`config.mk`:
```
export PLATFORM = sky130hd
export DESIGN_NAME = fp_mul_hs
export DESIGN_NICKNAME = d
export VERILOG_FILES = /design/src/rtl/fp_mul_hs.sv
export SDC_FILE = /design/constraint.sdc
export NUM_CORES = 2
export LEC_CHECK = 0
export ABC_AREA = 1
export BUFFER_PORTS_ARGS = -buffer_cell sky130_fd_sc_hd__clkbuf_2
export CORE_ASPECT_RATIO = 0.6
export CORE_MARGIN = 2
export CORE_UTILIZATION = 70
export CTS_BUF_LIST = sky130_fd_sc_hd__clkbuf_2
export DETAILED_ROUTE_END_ITERATION = 10
export PLACE_DENSITY = 0.88
export SYNTH_ARGS = -nofsm -noshare
export SYNTH_HDL_FRONTEND = slang
export SYNTH_SLANG_ARGS = --single-unit
```
`constraint.sdc`:
```
create_clock -name clk -period 21.1 [get_ports clk]
set_input_delay 4.22 -clock clk [delete_from_list [all_inputs] [get_ports clk]]
set_output_delay 4.22 -clock clk [all_outputs]
set_load 0.005 [all_outputs]
```
`src/rtl/fp_mul_hs.sv`:
```
// Multi-cycle IEEE-754-style multiplier with a valid/ready handshake on both sides.
// One operation in flight; stages UNPACK, MUL, NORM, ROUND each take one cycle.
module fp_mul_hs #(
   parameter int EXP_W = 8,
   parameter int MAN_W = 23
) (
   input  logic                 clk,
   input  logic                 rst,
   input  logic                 in_valid,
   output logic                 in_ready,
   input  logic [EXP_W+MAN_W:0] a,
   input  logic [EXP_W+MAN_W:0] b,
   input  logic [1:0]           rm,
   output logic                 out_valid,
   input  logic                 out_ready,
   output logic [EXP_W+MAN_W:0] z,
   output logic [3:0]           flags
);
   localparam int W    = 1 + EXP_W + MAN_W;
   localparam int BIAS = (1 << (EXP_W - 1)) - 1;
   localparam int SW   = MAN_W + 1;
   localparam int PW   = 2 * MAN_W + 2;
   localparam int EW   = EXP_W + 2;
   localparam int MW2  = MAN_W + 2;
   localparam logic [EW-1:0] EMIN = EW'(1 - BIAS);
   localparam logic [EW-1:0] EOVF = EW'((1 << EXP_W) - 1);
   localparam logic [W-1:0]  QNAN = {1'b0, {EXP_W{1'b1}}, 1'b1, {(MAN_W-1){1'b0}}};

   typedef enum logic [2:0] {IDLE, UNPACK, MUL, NORM, ROUND, HOLD} state_t;
   state_t state;

   logic [W-1:0]    ra, rb;
   logic [1:0]      rrm;
   logic [SW-1:0]   siga, sigb;
   logic [EW-1:0]   ea, eb, esum;
   logic            sp_hit;
   logic [W-1:0]    sp_z;
   logic [3:0]      sp_f;
   logic [PW-1:0]   prod;
   logic [EW-1:0]   n_be;
   logic [SW-1:0]   n_man;
   logic            n_g, n_r, n_s;

   function automatic logic [EW-1:0] lzc_f(input logic [SW-1:0] v);
      lzc_f = EW'(SW);
      for (int i = 0; i < SW; i++)
         if (v[i]) lzc_f = EW'(SW - 1 - i);
   endfunction

   // Subnormals are normalised here so MUL always sees a leading 1 at bit MAN_W.
   function automatic logic [SW-1:0] sig_f(input logic [W-2:0] v);
      if (v[W-2:MAN_W] == '0) sig_f = {1'b0, v[MAN_W-1:0]} << lzc_f({1'b0, v[MAN_W-1:0]});
      else                    sig_f = {1'b1, v[MAN_W-1:0]};
   endfunction

   function automatic logic [EW-1:0] exp_f(input logic [W-2:0] v);
      if (v[W-2:MAN_W] == '0) exp_f = EW'(1) - EW'(BIAS) - lzc_f({1'b0, v[MAN_W-1:0]});
      else                    exp_f = EW'(v[W-2:MAN_W]) - EW'(BIAS);
   endfunction

   // operand classification
   logic [EXP_W-1:0] xa, xb;
   logic [MAN_W-1:0] fa, fb;
   logic             sgn, a_zero, b_zero, a_inf, b_inf, a_nan, b_nan, a_snan, b_snan;
   assign xa     = ra[W-2:MAN_W];
   assign xb     = rb[W-2:MAN_W];
   assign fa     = ra[MAN_W-1:0];
   assign fb     = rb[MAN_W-1:0];
   assign sgn    = ra[W-1] ^ rb[W-1];
   assign a_zero = (xa == '0) && (fa == '0);
   assign b_zero = (xb == '0) && (fb == '0);
   assign a_inf  = (&xa) && (fa == '0);
   assign b_inf  = (&xb) && (fb == '0);
   assign a_nan  = (&xa) && (|fa);
   assign b_nan  = (&xb) && (|fb);
   assign a_snan = a_nan && !fa[MAN_W-1];
   assign b_snan = b_nan && !fb[MAN_W-1];

   logic         sp_hit_c;
   logic [W-1:0] sp_z_c;
   logic [3:0]   sp_f_c;
   always_comb begin
      sp_hit_c = 1'b1;
      sp_z_c   = QNAN;
      sp_f_c   = 4'b0000;
      if (a_nan || b_nan)                             sp_f_c = {a_snan | b_snan, 3'b000};
      else if ((a_inf && b_zero) || (b_inf && a_zero)) sp_f_c = 4'b1000;
      else if (a_inf || b_inf)                         sp_z_c = {sgn, {EXP_W{1'b1}}, {MAN_W{1'b0}}};
      else if (a_zero || b_zero)                       sp_z_c = {sgn, {(W-1){1'b0}}};
      else                                             sp_hit_c = 1'b0;
   end

   // NORM: leading 1 to the MSB, then denormalise below emin with sticky collection
   logic [PW-1:0] nm, nsh;
   logic [EW-1:0] ne, nbe, dsh;
   logic          nst;
   always_comb begin
      if (prod[PW-1]) begin nm = prod;      ne = esum + EW'(1); end
      else            begin nm = prod << 1; ne = esum;          end
      dsh = '0;
      nsh = nm;
      nst = 1'b0;
      nbe = ne + EW'(BIAS);
      if ($signed(ne) < $signed(EMIN)) begin
         dsh = EMIN - ne;
         nst = |(nm & ~({PW{1'b1}} << dsh));
         nsh = nm >> dsh;
         nbe = EW'(1);
      end
   end

   // ROUND: a subnormal carrying into bit MAN_W naturally lands on exponent field 1
   logic             inx, inc, to_inf;
   logic [MW2-1:0]   mr;
   logic [EW-1:0]    fe;
   logic [MAN_W-1:0] fr;
   logic [W-1:0]     rz;
   logic [3:0]       rf;
   always_comb begin
      inx = n_g | n_r | n_s;
      case (rrm)
         2'd0:    inc = n_g & (n_r | n_s | n_man[0]);
         2'd1:    inc = 1'b0;
         2'd2:    inc = inx & sgn;
         default: inc = inx & ~sgn;
      endcase
      mr = {1'b0, n_man} + MW2'(inc);
      if (mr[MAN_W+1]) begin fe = n_be + EW'(1);         fr = mr[MAN_W:1];   end
      else             begin fe = mr[MAN_W] ? n_be : '0; fr = mr[MAN_W-1:0]; end
      to_inf = (rrm == 2'd0) || (rrm == 2'd2 && sgn) || (rrm == 2'd3 && !sgn);
      if (sp_hit) begin
         rz = sp_z;
         rf = sp_f;
      end else if ($signed(fe) >= $signed(EOVF)) begin
         rz = to_inf ? {sgn, {EXP_W{1'b1}}, {MAN_W{1'b0}}}
                     : {sgn, {(EXP_W-1){1'b1}}, 1'b0, {MAN_W{1'b1}}};
         rf = 4'b0101;
      end else begin
         rz = {sgn, fe[EXP_W-1:0], fr};
         rf = {2'b00, (fe == '0) & inx, inx};
      end
   end

   always_ff @(posedge clk) begin
      if (rst) begin
         state     <= IDLE;
         in_ready  <= 1'b1;
         out_valid <= 1'b0;
         z         <= '0;
         flags     <= '0;
      end else begin
         case (state)
            IDLE: if (in_valid && in_ready) begin
               ra       <= a;
               rb       <= b;
               rrm      <= rm;
               in_ready <= 1'b0;
               state    <= UNPACK;
            end
            UNPACK: begin
               siga   <= sig_f(ra[W-2:0]);
               sigb   <= sig_f(rb[W-2:0]);
               ea     <= exp_f(ra[W-2:0]);
               eb     <= exp_f(rb[W-2:0]);
               sp_hit <= sp_hit_c;
               sp_z   <= sp_z_c;
               sp_f   <= sp_f_c;
               state  <= MUL;
            end
            MUL: begin
               prod  <= PW'(siga) * PW'(sigb);
               esum  <= ea + eb;
               state <= NORM;
            end
            NORM: begin
               n_be  <= nbe;
               n_man <= nsh[PW-1 -: SW];
               n_g   <= nsh[PW-1-SW];
               n_r   <= nsh[PW-2-SW];
               n_s   <= (|nsh[PW-3-SW:0]) | nst;
               state <= ROUND;
            end
            ROUND: begin
               z         <= rz;
               flags     <= rf;
               out_valid <= 1'b1;
               state     <= HOLD;
            end
            HOLD: if (out_ready) begin
               out_valid <= 1'b0;
               in_ready  <= 1'b1;
               state     <= IDLE;
            end
            default: state <= IDLE;
         endcase
      end
   end
endmodule

```
==> flow_metrics.env <==
export IMPL_synth_compound_area_frac=0.0775
export IMPL_vias=35500
export IMPL_arrival_ns=8.85
export IMPL_synth_fa_ha_area_frac=0.321
export IMPL_drc=0
export IMPL_fin_skew_ns=0.141
export IMPL_ys_ff_latch=273
export IMPL_io_pins=108
export IMPL_maxSlewHeadroom=0.125
export IMPL_async_flop_share=0
export IMPL_synthCells=5045
export IMPL_holdBufCountCts=0
export IMPL_synth_area_um2=37800
export IMPL_fmax_mhz=124
export IMPL_clk_pin_slew_ns=0.15
export IMPL_viasPerCell=6.10
export IMPL_rsz0062_at_grt="no"
export IMPL_gp_congestion=1.07
export IMPL_drive_above_1_share=0.0672
export IMPL_synth_area_leaders="fa_1 26%, edfxtp_1 18%, nand2_1 14%"
export IMPL_grt_use_total=0.454
export IMPL_yosysSeqAreaShare=0.206
export IMPL_period_needed_ns=8.09
export IMPL_fin_nets=5807
export IMPL_hold_path_class="reg -> reg"
export IMPL_yosysTopAreaCell="fa_1"
export IMPL_antenna_found_initial=3
export IMPL_path_max_fanout=24
export IMPL_cts_buffer_depth=3
export IMPL_numCtsBuffers=67
export IMPL_finalHoldViolations=0
export IMPL_initial_core_util=0.714
export IMPL_avgSynthCellArea_um2=7.49
export IMPL_seq_area_um2=7790
export IMPL_wl_per_cell_um=21.6
export IMPL_cts_tree="built"
export IMPL_cts_root_buffer="clkbuf_2"
export IMPL_drv_slew=0
export IMPL_start_kind="register"
export IMPL_ys_types=58
export IMPL_drv_cap=0
export IMPL_drtIter0Drc=5777
export IMPL_endpoint_kind="register"
export IMPL_totalWireLength_um=126000
export IMPL_grt_max_degree=74
export IMPL_coreArea_um2=52900
export IMPL_yosys_area_share_xor_xnor=0.0197
export IMPL_fin_tns_setup_ns=0
export IMPL_crit_type="reg -> reg"
export IMPL_grt_pass1_vias=34800
export IMPL_synth_top_area_frac=0.256
export IMPL_ys_warn_count=0
export IMPL_min_period_over_period=0.383
export IMPL_area_growth_pct=4.23
export IMPL_dieArea_um2=55900
export IMPL_die_x_um=304
export IMPL_dr_pass1_iters=11
export IMPL_ys_flop_type="edfxtp_1"
export IMPL_syn_nets=5794
export IMPL_crit_path_top_delay_cell="edfxtp_1"
export IMPL_place_detailed_hpwl_um=97100
export IMPL_fp_dieH_um=184
export IMPL_worstSkewPairLatency_ns=1.11
export IMPL_worst_slew_pin_slew_ns=1.31
export IMPL_cp_required_ns=21.86
export IMPL_ant_nets=0
export IMPL_synth_area_mux_share=0.00238
export IMPL_finalSetupViolations=0
export IMPL_synth_simple_area_share=0.237
export IMPL_post_cts_setup_buffers=0
export IMPL_cts_sinks=273
export IMPL_cpMostUsedCell="fa_1"
export IMPL_filler_cell_count=3941
export IMPL_io_buffers=107
export IMPL_synth_edff_count=232
export IMPL_grt_overflow=0
export IMPL_status="completed"
export IMPL_rows=65
export IMPL_multiInputGateArea_um2=24900
export IMPL_cpPeakStageDelay_ns=1.25
export IMPL_htree_levels=3
export IMPL_cts_resized_gates=0
export IMPL_synth_top_family_by_area="adder cells"
export IMPL_grt_pass1_wl_um=194000
sequential cells by signal, summed over array words and instances (netlist names), 2 cells and up:
| signal | count |
|---|---|
| ea | 9 |
| eb | 9 |
| esum | 10 |
| flags | 4 |
| n_be | 10 |
| n_man | 24 |
| prod | 48 |
| ra | 32 |
| rb | 32 |
| rrm | 2 |
| siga | 24 |
| sigb | 24 |
| sp_z | 3 |
| state | 3 |
| z | 32 |
path summary, 6_finish.rpt:
check,start,slack (ns),depth (start not counted),end
max,siga[15],13.01,27,prod[44]
min,flags[1],0.47,2,flags[1]
max reg2reg,siga[15],13.01,27,prod[44]
min reg2reg,flags[1],0.47,2,flags[1]
worst max-delay path: cells and delay by family, from the launching register on:
family,cells,cell delay (ns)
buffers and inverters,5,0.27
adders and majority gates,8,3.99
DFF,1,1.25
AOI/OAI and AO/OA,7,1.23
xor gates and xnor gates,1,0.09
and+or+nand+nor,6,0.89
metal layers:
metal  global-route usage  part of all wire
met1                0.613              0.38
met2                0.631              0.39
met3                0.217              0.18
met4                0.171             0.042
met5               0.0146            0.0010
cell usage after synthesis, types with 12 or more instances:
cell and n:
clkbuf_1 175, ha_1 196, nor4_1 20, nand2_2 13, nor2_2 13, or2_2 21
o21ai_0 241, nor2_1 176, o211ai_1 22, buf_2 14, nand3_1 425, inv_1 1130
o221ai_1 20, a21oi_1 132, nor3_1 34, a31oi_1 18, nand4_1 38, xor2_1 59
o22ai_1 19, nand2_1 1364, xnor2_1 24, buf_1 12, fa_1 483, o21ai_1 18
edfxtp_1 232, dfxtp_1 41
per-stage QoR:
step | setup WS [ns] | utilization | std cells | hold slack [ns] | instance area [um^2]
after floorplan | 13.01 | - | 5045 | 0.458 | 37800
after global placement | 13.56 | 0.732 | 5692 | 0.449 | 38800
after detailed placement | 13.35 | 0.732 | 5692 | 0.454 | 38800
after CTS | 13.31 | 0.744 | 5809 | 0.468 | 39400
after global routing | 12.64 | 0.744 | 5810 | 0.500 | 39400
final | 13.01 | 0.744 | 5812 | 0.467 | 39400
cells in the final DEF (no fill, tap or decap), drive strengths merged, types with 2 or more instances in the layout:
cell type,n
a21oi,132
nor4,21
xnor2,24
a41oi,6
o311ai,3
clkinv,27
nor3b,2
o31ai,9
a32oi,2
o22ai,19
diode,3
o21ai,263
o221ai,20
and3,3
o211ai,22
nor3,35
clkbuf,198
or2,21
a31oi,18
o21a,7
inv,1139
a21o,3
edfxtp,232
nand3,429
fa,483
a21boi,5
nand3b,2
nand2,1380
nor2,196
dfxtp,41
nand4,38
ha,196
mux2i,9
clkinvlp,3
buf,46
xor2,60
o21bai,5
cell type report:
| class | count | area share |
|---|---|---|
| Multi-Input combinational cell | 3419 | 0.633 |
| Tap cell | 703 | 0.0223 |
| Clock inverter | 26 | 0.00369 |
| Sequential cell | 273 | 0.198 |
| Timing Repair Buffer | 153 | 0.0224 |
| Inverter | 1144 | 0.109 |
| Clock buffer | 91 | 0.0116 |
| Antenna cell | 3 | 0.000191 |
logic make-up (layout without fill, tap and decap cells):
kind of cell | after synthesis | in the layout
other | 0 | 3
xor gates and xnor gates | 84 | 84
DFF | 273 | 273
muxes | 9 | 9
and+or+nand+nor | 2127 | 2127
adders and majority gates | 679 | 679
AOI/OAI and AO/OA | 520 | 520
buffers and inverters | 1353 | 1414
Power is left out: the tool's default activity adds up to more than one toggle a clock period on the data nets, which glitch-free logic cannot reach.
